[src/rtl/neuron_feeder.sv]
// neuron_feeder: sequencer for one fully-connected layer datapath.
// On start it walks every (neuron, input) pair in order and issues synchronous reads to
// the activation, weight and bias memories, which share one read strobe. Each returned
// element is streamed out with first/last/neuron tags over a valid/ready handshake.
//
// A 2-entry FIFO buffers returned data. The word returning from memory is presented
// directly when the FIFO is empty, which gives out_valid two cycles after start.
// Reads are credit-limited so the FIFO can never overflow.
//
// Optional feature: define STALL_CNT_EN to add stall_cycles_o. It counts the cycles with
// out_valid=1 and out_ready=0, saturates, and clears on reset and on an accepted start.
//
// Ports:
//   clk_i, reset_i       clock; synchronous active-high reset
//   start_i              begin a pass; ignored while busy_o=1
//   busy_o, done_o       pass in progress; one-cycle pulse once the last element is taken
//   pix_addr_o/rdata_i   activation memory read port (1-cycle latency)
//   w_addr_o/rdata_i     weight memory read port, address = neuron*N_IN + input
//   b_addr_o/rdata_i     bias memory read port, address = neuron
//   rd_en_o              read strobe common to all three memories
//   out_*                element stream towards the neuron accumulator
//   stall_cycles_o       output stall counter (STALL_CNT_EN only)
module neuron_feeder #(
  parameter int unsigned N_IN    = 784,
  parameter int unsigned N_OUT   = 400,
  parameter int unsigned W_WIDTH = 32,
  parameter int unsigned IN_AW   = 10,
  parameter int unsigned OUT_AW  = 9,
  parameter int unsigned W_AW    = 19
) (
  input  logic               clk_i,
  input  logic               reset_i,
  input  logic               start_i,
  output logic               busy_o,
  output logic               done_o,
  output logic [IN_AW-1:0]   pix_addr_o,
  input  logic               pix_rdata_i,
  output logic [W_AW-1:0]    w_addr_o,
  input  logic [W_WIDTH-1:0] w_rdata_i,
  output logic [OUT_AW-1:0]  b_addr_o,
  input  logic [W_WIDTH-1:0] b_rdata_i,
  output logic               rd_en_o,
  output logic               out_valid_o,
  input  logic               out_ready_i,
  output logic               out_pixel_o,
  output logic [W_WIDTH-1:0] out_weight_o,
  output logic [W_WIDTH-1:0] out_bias_o,
  output logic               out_first_o,
  output logic               out_last_o,
  output logic [OUT_AW-1:0]  out_neuron_o
`ifdef STALL_CNT_EN
  ,
  output logic [31:0]        stall_cycles_o
`endif
);

  localparam logic [IN_AW-1:0]  InLast  = IN_AW'(N_IN - 1);
  localparam logic [OUT_AW-1:0] OutLast = OUT_AW'(N_OUT - 1);

  typedef enum logic [1:0] {StIdle, StIssue, StDrain, StDone} state_e;

  typedef struct packed {
    logic               pixel;
    logic [W_WIDTH-1:0] weight;
    logic [W_WIDTH-1:0] bias;
    logic               first;
    logic               last;
    logic [OUT_AW-1:0]  neuron;
  } entry_t;

  state_e             state_q, state_d;
  logic [IN_AW-1:0]   in_idx_q, in_idx_d;
  logic [OUT_AW-1:0]  n_idx_q, n_idx_d;
  logic [W_AW-1:0]    w_lin_q, w_lin_d;

  // Tags travel one cycle behind the read so they line up with the returning data.
  logic               inflight_q;
  logic               tag_first_q, tag_last_q;
  logic [OUT_AW-1:0]  tag_neuron_q;

  entry_t             fifo_q [2];
  logic               wr_ptr_q, rd_ptr_q;
  logic [1:0]         count_q, count_d;

  logic               fifo_empty, out_valid, pop, push, fifo_rd, rd_en, done;
  logic [2:0]         occupancy;
  entry_t             arrive, head;

  // Datapath / FIFO bookkeeping
  always_comb begin
    fifo_empty = (count_q == 2'd0);
    out_valid  = !fifo_empty || inflight_q;
    arrive     = '{pixel:  pix_rdata_i,
                   weight: w_rdata_i,
                   bias:   b_rdata_i,
                   first:  tag_first_q,
                   last:   tag_last_q,
                   neuron: tag_neuron_q};
    head       = fifo_empty ? arrive : fifo_q[rd_ptr_q];
    pop        = out_valid && out_ready_i;
    // Arriving word bypasses storage only when the FIFO is empty and it is taken now.
    push       = inflight_q && !(pop && fifo_empty);
    fifo_rd    = pop && !fifo_empty;
    count_d    = count_q + 2'(push) - 2'(fifo_rd);
    // Slots committed after this cycle, before a new read is granted.
    occupancy  = 3'(count_q) + 3'(inflight_q) - 3'(pop);
  end

  // Sequencer FSM
  always_comb begin
    state_d  = state_q;
    in_idx_d = in_idx_q;
    n_idx_d  = n_idx_q;
    w_lin_d  = w_lin_q;
    rd_en    = 1'b0;
    done     = 1'b0;
    case (state_q)
      StIdle: begin
        if (start_i) begin
          in_idx_d = '0;
          n_idx_d  = '0;
          w_lin_d  = '0;
          state_d  = StIssue;
        end
      end
      StIssue: begin
        if (occupancy < 3'd2) begin
          rd_en = 1'b1;
          if (in_idx_q == InLast) begin
            in_idx_d = '0;
            if (n_idx_q == OutLast) begin
              // Final read issued: park counters so addresses idle at 0.
              n_idx_d = '0;
              w_lin_d = '0;
              state_d = StDrain;
            end else begin
              n_idx_d = n_idx_q + OUT_AW'(1);
              w_lin_d = w_lin_q + W_AW'(1);
            end
          end else begin
            in_idx_d = in_idx_q + IN_AW'(1);
            w_lin_d  = w_lin_q + W_AW'(1);
          end
        end
      end
      StDrain: begin
        // No reads are issued here, so an empty FIFO next cycle means everything is taken.
        if (count_d == 2'd0) state_d = StDone;
      end
      StDone: begin
        done    = 1'b1;
        state_d = StIdle;
      end
      default: state_d = StIdle;
    endcase
  end

  always_ff @(posedge clk_i) begin
    if (reset_i) begin
      state_q      <= StIdle;
      in_idx_q     <= '0;
      n_idx_q      <= '0;
      w_lin_q      <= '0;
      inflight_q   <= 1'b0;
      tag_first_q  <= 1'b0;
      tag_last_q   <= 1'b0;
      tag_neuron_q <= '0;
      fifo_q[0]    <= '0;
      fifo_q[1]    <= '0;
      wr_ptr_q     <= 1'b0;
      rd_ptr_q     <= 1'b0;
      count_q      <= 2'd0;
    end else begin
      state_q      <= state_d;
      in_idx_q     <= in_idx_d;
      n_idx_q      <= n_idx_d;
      w_lin_q      <= w_lin_d;
      inflight_q   <= rd_en;
      tag_first_q  <= (in_idx_q == '0);
      tag_last_q   <= (in_idx_q == InLast);
      tag_neuron_q <= n_idx_q;
      if (push) begin
        fifo_q[wr_ptr_q] <= arrive;
        wr_ptr_q         <= !wr_ptr_q;
      end
      if (fifo_rd) rd_ptr_q <= !rd_ptr_q;
      count_q <= count_d;
    end
  end

`ifdef STALL_CNT_EN
  logic [31:0] stall_q;

  always_ff @(posedge clk_i) begin
    if (reset_i) begin
      stall_q <= '0;
    end else if (state_q == StIdle && start_i) begin
      stall_q <= '0;
    end else if (out_valid && !out_ready_i && stall_q != 32'hFFFF_FFFF) begin
      stall_q <= stall_q + 32'd1;
    end
  end

  assign stall_cycles_o = stall_q;
`endif

  // Outputs; data fields read as zero whenever nothing is valid.
  always_comb begin
    busy_o       = (state_q != StIdle);
    done_o       = done;
    rd_en_o      = rd_en;
    pix_addr_o   = in_idx_q;
    b_addr_o     = n_idx_q;
    w_addr_o     = w_lin_q;
    out_valid_o  = out_valid;
    out_pixel_o  = out_valid ? head.pixel  : 1'b0;
    out_weight_o = out_valid ? head.weight : '0;
    out_bias_o   = out_valid ? head.bias   : '0;
    out_first_o  = out_valid ? head.first  : 1'b0;
    out_last_o   = out_valid ? head.last   : 1'b0;
    out_neuron_o = out_valid ? head.neuron : '0;
  end

endmodule

[config.mk]
export PLATFORM = sky130hd
export DESIGN_NAME = neuron_feeder
export DESIGN_NICKNAME = d
export VERILOG_FILES = /design/src/rtl/neuron_feeder.sv
export SDC_FILE = /design/constraint.sdc
export NUM_CORES = 1
export LEC_CHECK = 0
export ABC_AREA = 1
export ABC_CLOCK_PERIOD_IN_PS = 6500
export CORE_MARGIN = 2
export CORE_UTILIZATION = 57
export DETAILED_ROUTE_END_ITERATION = 10
export PLACE_DENSITY = 0.86
export SYNTH_ARGS = -nofsm -noshare
export SYNTH_HDL_FRONTEND = slang
export SYNTH_SLANG_ARGS = --single-unit
[constraint.sdc]
create_clock -name clk_i -period 6.5 [get_ports clk_i]
set_clock_uncertainty 0.15 [all_clocks]
set_input_delay 0.975 -clock clk_i [delete_from_list [all_inputs] [get_ports clk_i]]
set_output_delay 0.975 -clock clk_i [all_outputs]
set_load 0.01 [all_outputs]
==> results of run 1 <==
## metal layers
layer	vias to the layer above	share of wire [%]
met4	0	1.3
li1	4191	-
met3	28	7.7
met2	362	49
met1	4035	42
met5	-	0
## flip-flops by register name (all words and copies together) (netlist names), named ones only
register / flops
w_addr_o: 19
b_addr_o: 9
wr_ptr_q: 1
state_q: 2
tag_last_q: 1
rd_ptr_q: 1
tag_neuron_q: 9
pix_addr_o: 10
tag_first_q: 1
inflight_q: 1
count_q: 2
fifo_q: 152
## placed cells by master (no fill, tap or decap), types with 8 or more instances in the layout
| master | netlist | final |
|---|---|---|
| edfxtp_1 | 152 | 152 |
| o32ai_1 | 38 | 38 |
| buf_4 | 2 | 8 |
| ha_1 | 11 | 11 |
| o21ai_0 | 52 | 52 |
| inv_1 | 174 | 173 |
| clkbuf_16 | 0 | 23 |
| nand2_1 | 167 | 165 |
| dfxtp_1 | 57 | 56 |
| clkdlybuf4s50_1 | 0 | 186 |
| a21oi_1 | 21 | 21 |
| nand3_1 | 65 | 64 |
| nor2_1 | 270 | 270 |
| nor3_1 | 10 | 10 |
| o211ai_1 | 38 | 38 |
| nand4_1 | 12 | 12 |
## cells in the mapped netlist, drive strengths merged, types with 2 or more instances
cell type and count:
edfxtp 152, nand2 174, nand4 12, inv 180
o211ai 38, nor4 2, nor3b 4, buf 26
a21oi 22, xor2 2, dfxtp 57, xnor2 3
o21ai 58, nand3 68, ha 11, or2 3
nor2 275, nor3 10, o32ai 38, clkbuf 40
nand3b 2
## where the power goes
part,internal [uW],switching (uW),leakage (uW)
combinational,731,1100,0.00284
clock,672,488,0.000326
sequential,1530,50.0,0.00203
total,2940,1640,0.00519
## through the flow
step	hold slack, ns	worst slack [ns]	instance area, um^2	util [%]	total power [uW]
finish	0.296	1.84	12900	72.3	4580
global route	0.303	1.58	12900	72.3	4820
CTS	0.293	1.83	12900	72.3	4600
detailed placement	0.286	1.86	12200	68.5	3440
global placement	0.279	1.89	12200	68.5	3410
floorplan	0.276	2.51	10300	-	2710
## area by class of cell
class                           count  area share (%)
Timing Repair Buffer              194            15.0
Sequential cell                   209            44.4
Multi-Input combinational cell    726            27.9
Clock buffer                       32            4.91
Inverter                          180            5.30
Clock inverter                      8           0.282
Tap cell                          229            2.23
## worst register-to-register path, cell delays in order (launching register included)
cell and delay, ns:
dfxtp_1 0.47, nor2_2 0.11, inv_4 0.34, nor2_1 0.11
nor2_1 0.13, ha_1 0.23, or2_2 0.30, fa_1 0.38
inv_1 0.06, nand2_1 0.05, nand3_2 0.10, nand2_2 0.08
nand3_4 0.32, nor2_1 0.12, nor2_2 0.47, o21ai_0 0.17
nor2_1 0.11
## kinds of logic (layout without fill, tap and decap cells)
kind of cell               count (synthesis)  after routing  share of synthesized area (%)
buffers and inverters                    246            414                           9.65
adders and majority gates                 12             12                           1.54
DFF                                      209            209                           55.6
and+or+nand+nor                          552            552                           22.6
AOI/OAI and AO/OA                        157            157                           10.2
xor gates and xnor gates                   5              5                          0.427
## worst max-delay path by stage
stage | startpoint | end | depth (start not counted)
6_report | out_ready_i | rd_en_o | 9
5_1_grt | count_q[1] | rd_en_o | 10
4_1_cts | count_q[1] | rd_en_o | 10
3_5_place_dp | out_ready_i | rd_en_o | 9
3_3_place_gp | out_ready_i | rd_en_o | 9
2_1_floorplan | reset_i | fifo_q[1][0] | 6
==> results.tsv, run 1 <==
metric	value	unit
outcome	complete, no violations	
Area Growth Syn to Fin	25.3	%
worst reg2reg path depth	16	
Netlist cell types	41	
leading area contributor after synthesis	edfxtp_1	
WL final	24300	um
fillcell total	1335	
synthesized flop and latch total	209	
WHS Path Cells	1	
Hold Startpoint	rd_ptr_q	
met2 global-route usage	42.2	%
clock latency on the worst-skew pair	0.49	ns
asr flop ratio synth	0	%
final max-slew violation count	0	
RSZ-0062 raised after global routing	no	
Vias	8616	
crit start category	primary input	
warnings from Yosys	0	
final RePlAce weighted congestion	0.861	
DR vias/cell	5.46	
CTS root buffer	clkbuf_16	
grt met3 use	4.26	%
CP max FO	3	
final std cells w/o fill	1578	
initial drt markers	681	
CTS H-tree depth	1	
Multi-input gate area	3590	um^2
Slew @ Worst Pin	1.11	ns
synthesized cell area	10300	um^2
HPWL Detailed	14800	um
flop2flop setup slack	2.73	ns
CTS Hold Bufs	0	
Final Setup Violations	0	
Final #Nets	1414	
post-cts resize count	0	
first-pass GRT wire length	39300	um
met1 Use GR	32.3	%
I/O Pins	187	
n_diodes	0	
maximum vdd drop	0.000283	V
FP Rows	49	
Critical Path RT	5.37	ns
die footprint	19100	um^2
Static Leak	0.00519	uW
Seq. cell area	5710	um^2
crit-path cells	clkdlybuf4s50_1 -> inv_1 -> nor2_1 -> ha_1 -> or2_2 -> fa_1 -> nand3_2 -> nor2_1 -> clkdlybuf4s50_1	
Post-synth EDFFs	152	
fraction of layout cells with a size suffix above 1	5.34	%
CTS Sinks	209	
gr ovfl total	0	
Inst Count DP	1538	
die width	138	um
Final Hold Viols	0	
setup repair bufs after CTS	0	
Antenna Nets Post-Route	0	
post-synth net total	1262	
Tcrit/Tclk final	71.7	%
Setup TNS Final	0	ns
CTS max path bufs	3	
FMAX	215	MHz
initial antenna violation count	0	
Crit Path Class	primary input to primary output	
GRT Max-Usage Layer	met2	
crit path time final	4.66	ns
CP max stage cell	clkdlybuf4s50_1	
WL/cell	15.4	um
Initial Utilization	57.7	%
die height	138	um
post-synthesis cell count	1181	
r2r startpoint	count_q[1]	
GRT Util Overall	24.4	%
top cell type's share of synthesized area	44.5	%
DRT Pass-1 Iters	5	
largest net degree at the start of global routing	111	
CP bufs+invs	3	
Core Box Area	17800	um^2
Crit path max-delay family	buffers and inverters	
Worst setup EP type	primary output	
Crit Reg-Reg Endpoint	w_addr_o[9]	
Hold Crit Class	register to register	
ys flop type	edfxtp_1	
Pwr Density	356	nW/um^2
Worst EP arrival	3.54	ns
CP max stage delay	0.57	ns
Rel. slew slack	26.2	%
number of max-cap violations	0	
Post-route DRC	0	
syn avg cell area	8.68	um^2
Reg clk slew, reported paths	0.06	ns
top post-synthesis cells by area	edfxtp_1 45%, dfxtp_1 11%, nor2_1 9.9%, inv_1 6.4%, nand2_1 6.1%	
number of global-route vias before repair	8236	
register area share after synthesis	55.6	%
number of buffers created by CTS	22	
CTS tree	done	
I/O Buffers	186	
Note: power is estimated with default switching activity, not from simulation.
==> run 2: changes to the inputs <==
--- a/config.mk
+++ b/config.mk
@@ -6,11 +6,11 @@
 export NUM_CORES = 1
 export LEC_CHECK = 0
 export ABC_AREA = 1
-export ABC_CLOCK_PERIOD_IN_PS = 6500
+export ABC_CLOCK_PERIOD_IN_PS = 4550
 export CORE_MARGIN = 2
-export CORE_UTILIZATION = 57
+export CORE_UTILIZATION = 53
 export DETAILED_ROUTE_END_ITERATION = 10
-export PLACE_DENSITY = 0.86
+export PLACE_DENSITY = 0.81
 export SYNTH_ARGS = -nofsm -noshare
 export SYNTH_HDL_FRONTEND = slang
 export SYNTH_SLANG_ARGS = --single-unit
==> constraint.sdc (replaced) <==
create_clock -name clk_i -period 4.55 [get_ports clk_i]
set_clock_uncertainty 0.15 [all_clocks]
set_input_delay 0.6825 -clock clk_i [delete_from_list [all_inputs] [get_ports clk_i]]
set_output_delay 0.6825 -clock clk_i [all_outputs]
set_load 0.01 [all_outputs]
==> run 2 against run 1 <==
Against the previous run:
- combinational power rose by 44%
- register-to-register slack got worse by 1.7 ns
- die area rose by 7.3%
- worst hold slack better by 0.047 ns
- highest routed layer unchanged
==> results.tsv, run 2 (synthesis gave the netlist of run 1 again) <==
metric	value	unit
Crit Reg-Reg Endpoint	w_addr_o[9]	
GRT Max-Usage Layer	met2	
initial drt markers	617	
Crit Path Class	register to primary output	
CP max stage cell	buf_4	
fillcell total	1472	
CP max stage delay	0.91	ns
CTS Sinks	209	
CTS root buffer	clkbuf_16	
Static Leak	0.00526	uW
Tcrit/Tclk final	94.1	%
Final Hold Viols	0	
worst reg2reg path depth	16	
WHS Path Cells	1	
Multi-input gate area	3590	um^2
crit path time final	4.28	ns
WL final	24900	um
Final #Nets	1418	
Post-route DRC	0	
n_diodes	0	
final max-slew violation count	0	
Vias	8647	
die width	143	um
clock latency on the worst-skew pair	0.51	ns
number of buffers created by CTS	22	
I/O Pins	187	
CP bufs+invs	3	
crit-path cells	nor2_2 -> inv_4 -> buf_4 -> o21ai_0 -> o32ai_1 -> clkdlybuf4s50_1	
number of global-route vias before repair	8465	
Design Area, Final	13000	um^2
met1 Use GR	31.1	%
Hold WS	0.343	ns
Hold Crit Class	register to register	
r2r startpoint	count_q[1]	
CTS Hold Bufs	0	
CTS max path bufs	3	
I/O Buffers	186	
Final Setup Violations	0	
commonest cells after routing, fill and taps aside	270 x nor2_1, 186 x clkdlybuf4s50_1, 173 x inv_1	
gr ovfl total	0	
Post-DP Area	12300	um^2
final std cells w/o fill	1613	
Worst EP arrival	3.45	ns
Pwr Density	516	nW/um^2
FMAX	233	MHz
Critical Path RT	3.72	ns
Reg clk slew, reported paths	0.06	ns
setup repair bufs after CTS	0	
initial antenna violation count	0	
largest net degree at the start of global routing	125	
Slew @ Worst Pin	1.17	ns
Area Growth Syn to Fin	27.0	%
fraction of layout cells with a size suffix above 1	5.99	%
Inst Count DP	1573	
max reg flops	152	
crit start category	register	
Rel. slew slack	21.7	%
FP Rows	50	
number of max-cap violations	0	
CP max FO	124	
Core Box Area	18800	um^2
GRT Util Overall	24.2	%
met2 global-route usage	42.7	%
DR vias/cell	5.36	
register with the most flip-flops	fifo_q	
Worst setup EP type	primary output	
RSZ-0062 raised after global routing	no	
flop2flop setup slack	1.02	ns
most common cell after layout, fill and taps aside	nor2_1	
DRT Pass-1 Iters	5	
Seq. cell area	5710	um^2
die height	143	um
die footprint	20500	um^2
post-cts resize count	0	
CTS H-tree depth	1	
first-pass GRT wire length	40500	um
Crit path max-delay family	buffers and inverters	
HPWL Detailed	15300	um
Hold Path End	rd_ptr_q	
Hold Startpoint	rd_ptr_q	
CTS tree	done	
final RePlAce weighted congestion	0.895	
WL/cell	15.4	um
outcome	complete, no violations	
Initial Utilization	54.5	%
maximum vdd drop	0.000304	V
Antenna Nets Post-Route	0	
grt met3 use	3.55	%
Setup TNS Final	0	ns
## run 2: changes by cell type in the layout (fill, tap and decap cells not counted), sizes merged
cell / before / now
inv: 180 / 181
buf: 8 / 12
clkbuf: 32 / 30
bufinv: 0 / 1
## run 2: cell type report
class / count / share of cell area (%)
Timing Repair Buffer: 198 / 15.2
Clock buffer: 30 / 5.01
Sequential cell: 209 / 43.8
Tap cell: 260 / 2.50
Inverter: 180 / 5.23
Multi-Input combinational cell: 726 / 27.6
Clock inverter: 10 / 0.701
## run 2: where the power goes
part / switching [uW] / internal [uW] / total, uW
sequential: 72.0 / 2190 / 2260
clock: 740 / 1070 / 1810
combinational: 1590 / 1070 / 2650
## run 2: routing by layer
layer / vias to the layer above / wire length (um) / part of all wire [%]
li1: 4204 / - / -
met1: 4060 / 10300 / 41
met2: 338 / 12200 / 49
met3: 45 / 1870 / 7.5
met4: 0 / 512 / 2.1
met5: - / 0 / 0
## run 2: worst reg2reg max path, cell delays in order, from the launching register on
cell and delay, ns:
dfxtp_1 0.39, nor2_2 0.22, inv_4 0.16, nor2_1 0.18
nor2_1 0.06, ha_1 0.25, or2_2 0.30, fa_1 0.39
inv_1 0.07, nand2_1 0.05, nand3_2 0.09, nand2_2 0.09
nand3_4 0.22, nor2_1 0.11, nor2_2 0.45, o21ai_0 0.17
nor2_1 0.10
## run 2: worst max path at each step
stage / start / slack, ns / end / cells after the start
floorplan: reset_i / 0.85 / fifo_q[1][0] / 6
global placement: out_ready_i / 0.46 / rd_en_o / 9
detailed placement: out_ready_i / 0.46 / rd_en_o / 9
CTS: count_q[1] / 0.27 / out_bias_o[12] / 6
global route: count_q[1] / 0.04 / out_bias_o[26] / 6
finish: count_q[1] / 0.27 / out_bias_o[12] / 6
## run 2: metrics by stage
step	utilization [%]	setup WS (ns)	total power, uW
5_1_grt	69.1	0.0447	7090
2_1_floorplan	-	0.851	3870
4_1_cts	69.1	0.269	6760
6_report	69.1	0.266	6720
3_5_place_dp	65.2	0.460	4950
3_3_place_gp	65.2	0.456	4910
==> run 3: changes to the inputs <==
--- a/config.mk
+++ b/config.mk
@@ -9,7 +9,9 @@
 export ABC_CLOCK_PERIOD_IN_PS = 4550
 export CORE_MARGIN = 2
 export CORE_UTILIZATION = 53
+export CTS_CLUSTER_SIZE = 12
 export DETAILED_ROUTE_END_ITERATION = 10
+export GPL_TIMING_DRIVEN = 0
 export PLACE_DENSITY = 0.81
 export SYNTH_ARGS = -nofsm -noshare
 export SYNTH_HDL_FRONTEND = slang
==> run 3 against run 2 <==
Against the previous run:
- global-route usage increased by 1.7 points
- final cell count increased by 3.4%
- final area increased by 1.3%
- largest power group unchanged
- critical path type unchanged
- worst setup slack improved by 0.078 ns
- first-iteration DRC count increased by 6.8%
- register-to-register slack improved by 0.26 ns
- critical endpoint is now rd_en_o
- combinational power increased by 8.7%
- maximum frequency increased by 1.8%
- total power increased by 1.9%
- via count increased by 4.0%
- highest routed layer is now met5
- sequential cell count unchanged
- die area unchanged
==> results.tsv, run 3 (synthesis gave the netlist of run 1 again) <==
metric	value	unit
DRT Pass-1 Iters	5	
Critical Path RT	3.72	ns
CP Launch Point	count_q[1]	
initial antenna violation count	1	
die width	143	um
setup repair bufs after CTS	0	
Rel. slew slack	57.5	%
commonest cells after routing, fill and taps aside	270 x nor2_1, 185 x clkdlybuf4s50_1, 174 x inv_1	
CTS H-tree depth	1	
Multi-input gate area	3580	um^2
CTS Sinks	209	
WL final	27100	um
number of max-cap violations	0	
Hold Startpoint	reset_i	
Vias	8996	
Antenna Nets Post-Route	0	
WL/cell	16.3	um
crit start category	register	
maximum vdd drop	0.000284	V
Net Sw Frac	36.7	%
GRT Util Overall	25.9	%
RSZ-0062 raised after global routing	no	
Hold Crit Class	primary input to register	
Worst EP arrival	3.37	ns
HPWL Detailed	18900	um
first-pass GRT wire length	42400	um
Area Growth Syn to Fin	28.6	%
Tcrit/Tclk final	92.4	%
final RePlAce weighted congestion	0.844	
fraction of layout cells with a size suffix above 1	5.97	%
Hold WS	0.289	ns
Initial Utilization	54.5	%
outcome	complete, no violations	
Net Sw Power	2510	uW
Reg clk slew, reported paths	0.06	ns
gr ovfl total	0	
Crit Path Class	register to primary output	
combinational power share	42.1	%
register with the most flip-flops	fifo_q	
CP max FO	9	
clock share of power	24.8	%
DR vias/cell	5.39	
Final WS setup	0.344	ns
die height	143	um
CTS root buffer	clkbuf_16	
Pwr Density	519	nW/um^2
I/O Pins	187	
max reg flops	152	
Setup Slack @ Placement	0.479	ns
FMAX	238	MHz
post-cts resize count	0	
Static Leak	0.00533	uW
most common cell after layout, fill and taps aside	nor2_1	
final max-slew violation count	0	
initial drt markers	659	
Core Box Area	18800	um^2
internal power	4340	uW
sequential share of power	33.1	%
Final #Nets	1473	
largest net degree at the start of global routing	53	
Seq. cell area	5710	um^2
crit path time final	4.21	ns
Post-route DRC	0	
I/O Buffers	185	
Worst setup EP type	primary output	
Inst Count DP	1628	
FP Rows	50	
CTS tree	done	
die footprint	20500	um^2
Slew @ Worst Pin	0.638	ns
Final Hold Viols	0	
r2r startpoint	count_q[1]	
Final Setup Violations	0	
final std cells w/o fill	1668	
CTS max path bufs	3	
fillcell total	1482	
clock latency on the worst-skew pair	0.50	ns
CTS Hold Bufs	0	
n_diodes	0	
Setup TNS Final	0	ns
number of global-route vias before repair	8754	
number of buffers created by CTS	22	
-- run 3: cell types whose count changed in the layout (fill, tap and decap cells not counted), sizes merged --
cell           delta
bufinv            -1
buf              +16
clkbuf           +48
clkinv            -5
clkinvlp          -1
inv               -1
clkdlybuf4s50     -1
-- run 3: layer usage --
metal,GRT usage (%),routed length (um),up-vias
met2,45.4,13400,391
li1,-,-,4314
met5,0,11,-
met3,3.76,2140,61
met1,32.8,10800,4228
met4,9.48,780,2
-- run 3: stage by stage --
step | total power (uW) | utilization (%) | instance area (um^2)
after global routing | 7200 | 70.0 | 13200
after CTS | 6850 | 70.0 | 13200
after global placement | 5110 | 66.0 | 12400
final | 6850 | 70.0 | 13200
after floorplan | 3870 | - | 10300
after detailed placement | 5170 | 66.4 | 12500
-- run 3: worst max-delay path, cell delays in order (launching register included) --
cell,delay [ns]
dfxtp_1,0.38
nor2_2,0.19
inv_2,0.15
nor2_1,0.17
nor2_1,0.06
ha_1,0.26
or2_2,0.30
fa_1,0.50
nand3_2,0.12
nor2_1,0.19
clkdlybuf4s50_1,0.57
-- run 3: layout make-up --
type | count | share of cell area, %
buffer | 66 | 2.36
clock buffer | 38 | 5.12
clock inverter | 2 | 0.0664
inverter | 180 | 5.14
multi-input combinational | 726 | 27.1
sequential | 209 | 43.3
tap | 260 | 2.47
timing repair buffer | 187 | 14.5
-- run 3: power by group through the flow --
stage,Combinational (uW),Clock (uW),Sequential (uW)
global route,3130,1790,2280
CTS,2880,1710,2260
floorplan,1580,0,2290
detailed placement,2870,0,2300
global placement,2800,0,2310
finish,2880,1700,2270
-- run 3: path summary, 6_finish.rpt --
check / to / slack [ns] / cells after the start
worst min-delay path: pix_addr_o[7] / 0.29 / 2
worst min register to register: register / 0.31 / 1
worst max register to register: w_addr_o[7] / 1.28 / 15
worst max-delay path: rd_en_o / 0.34 / 10
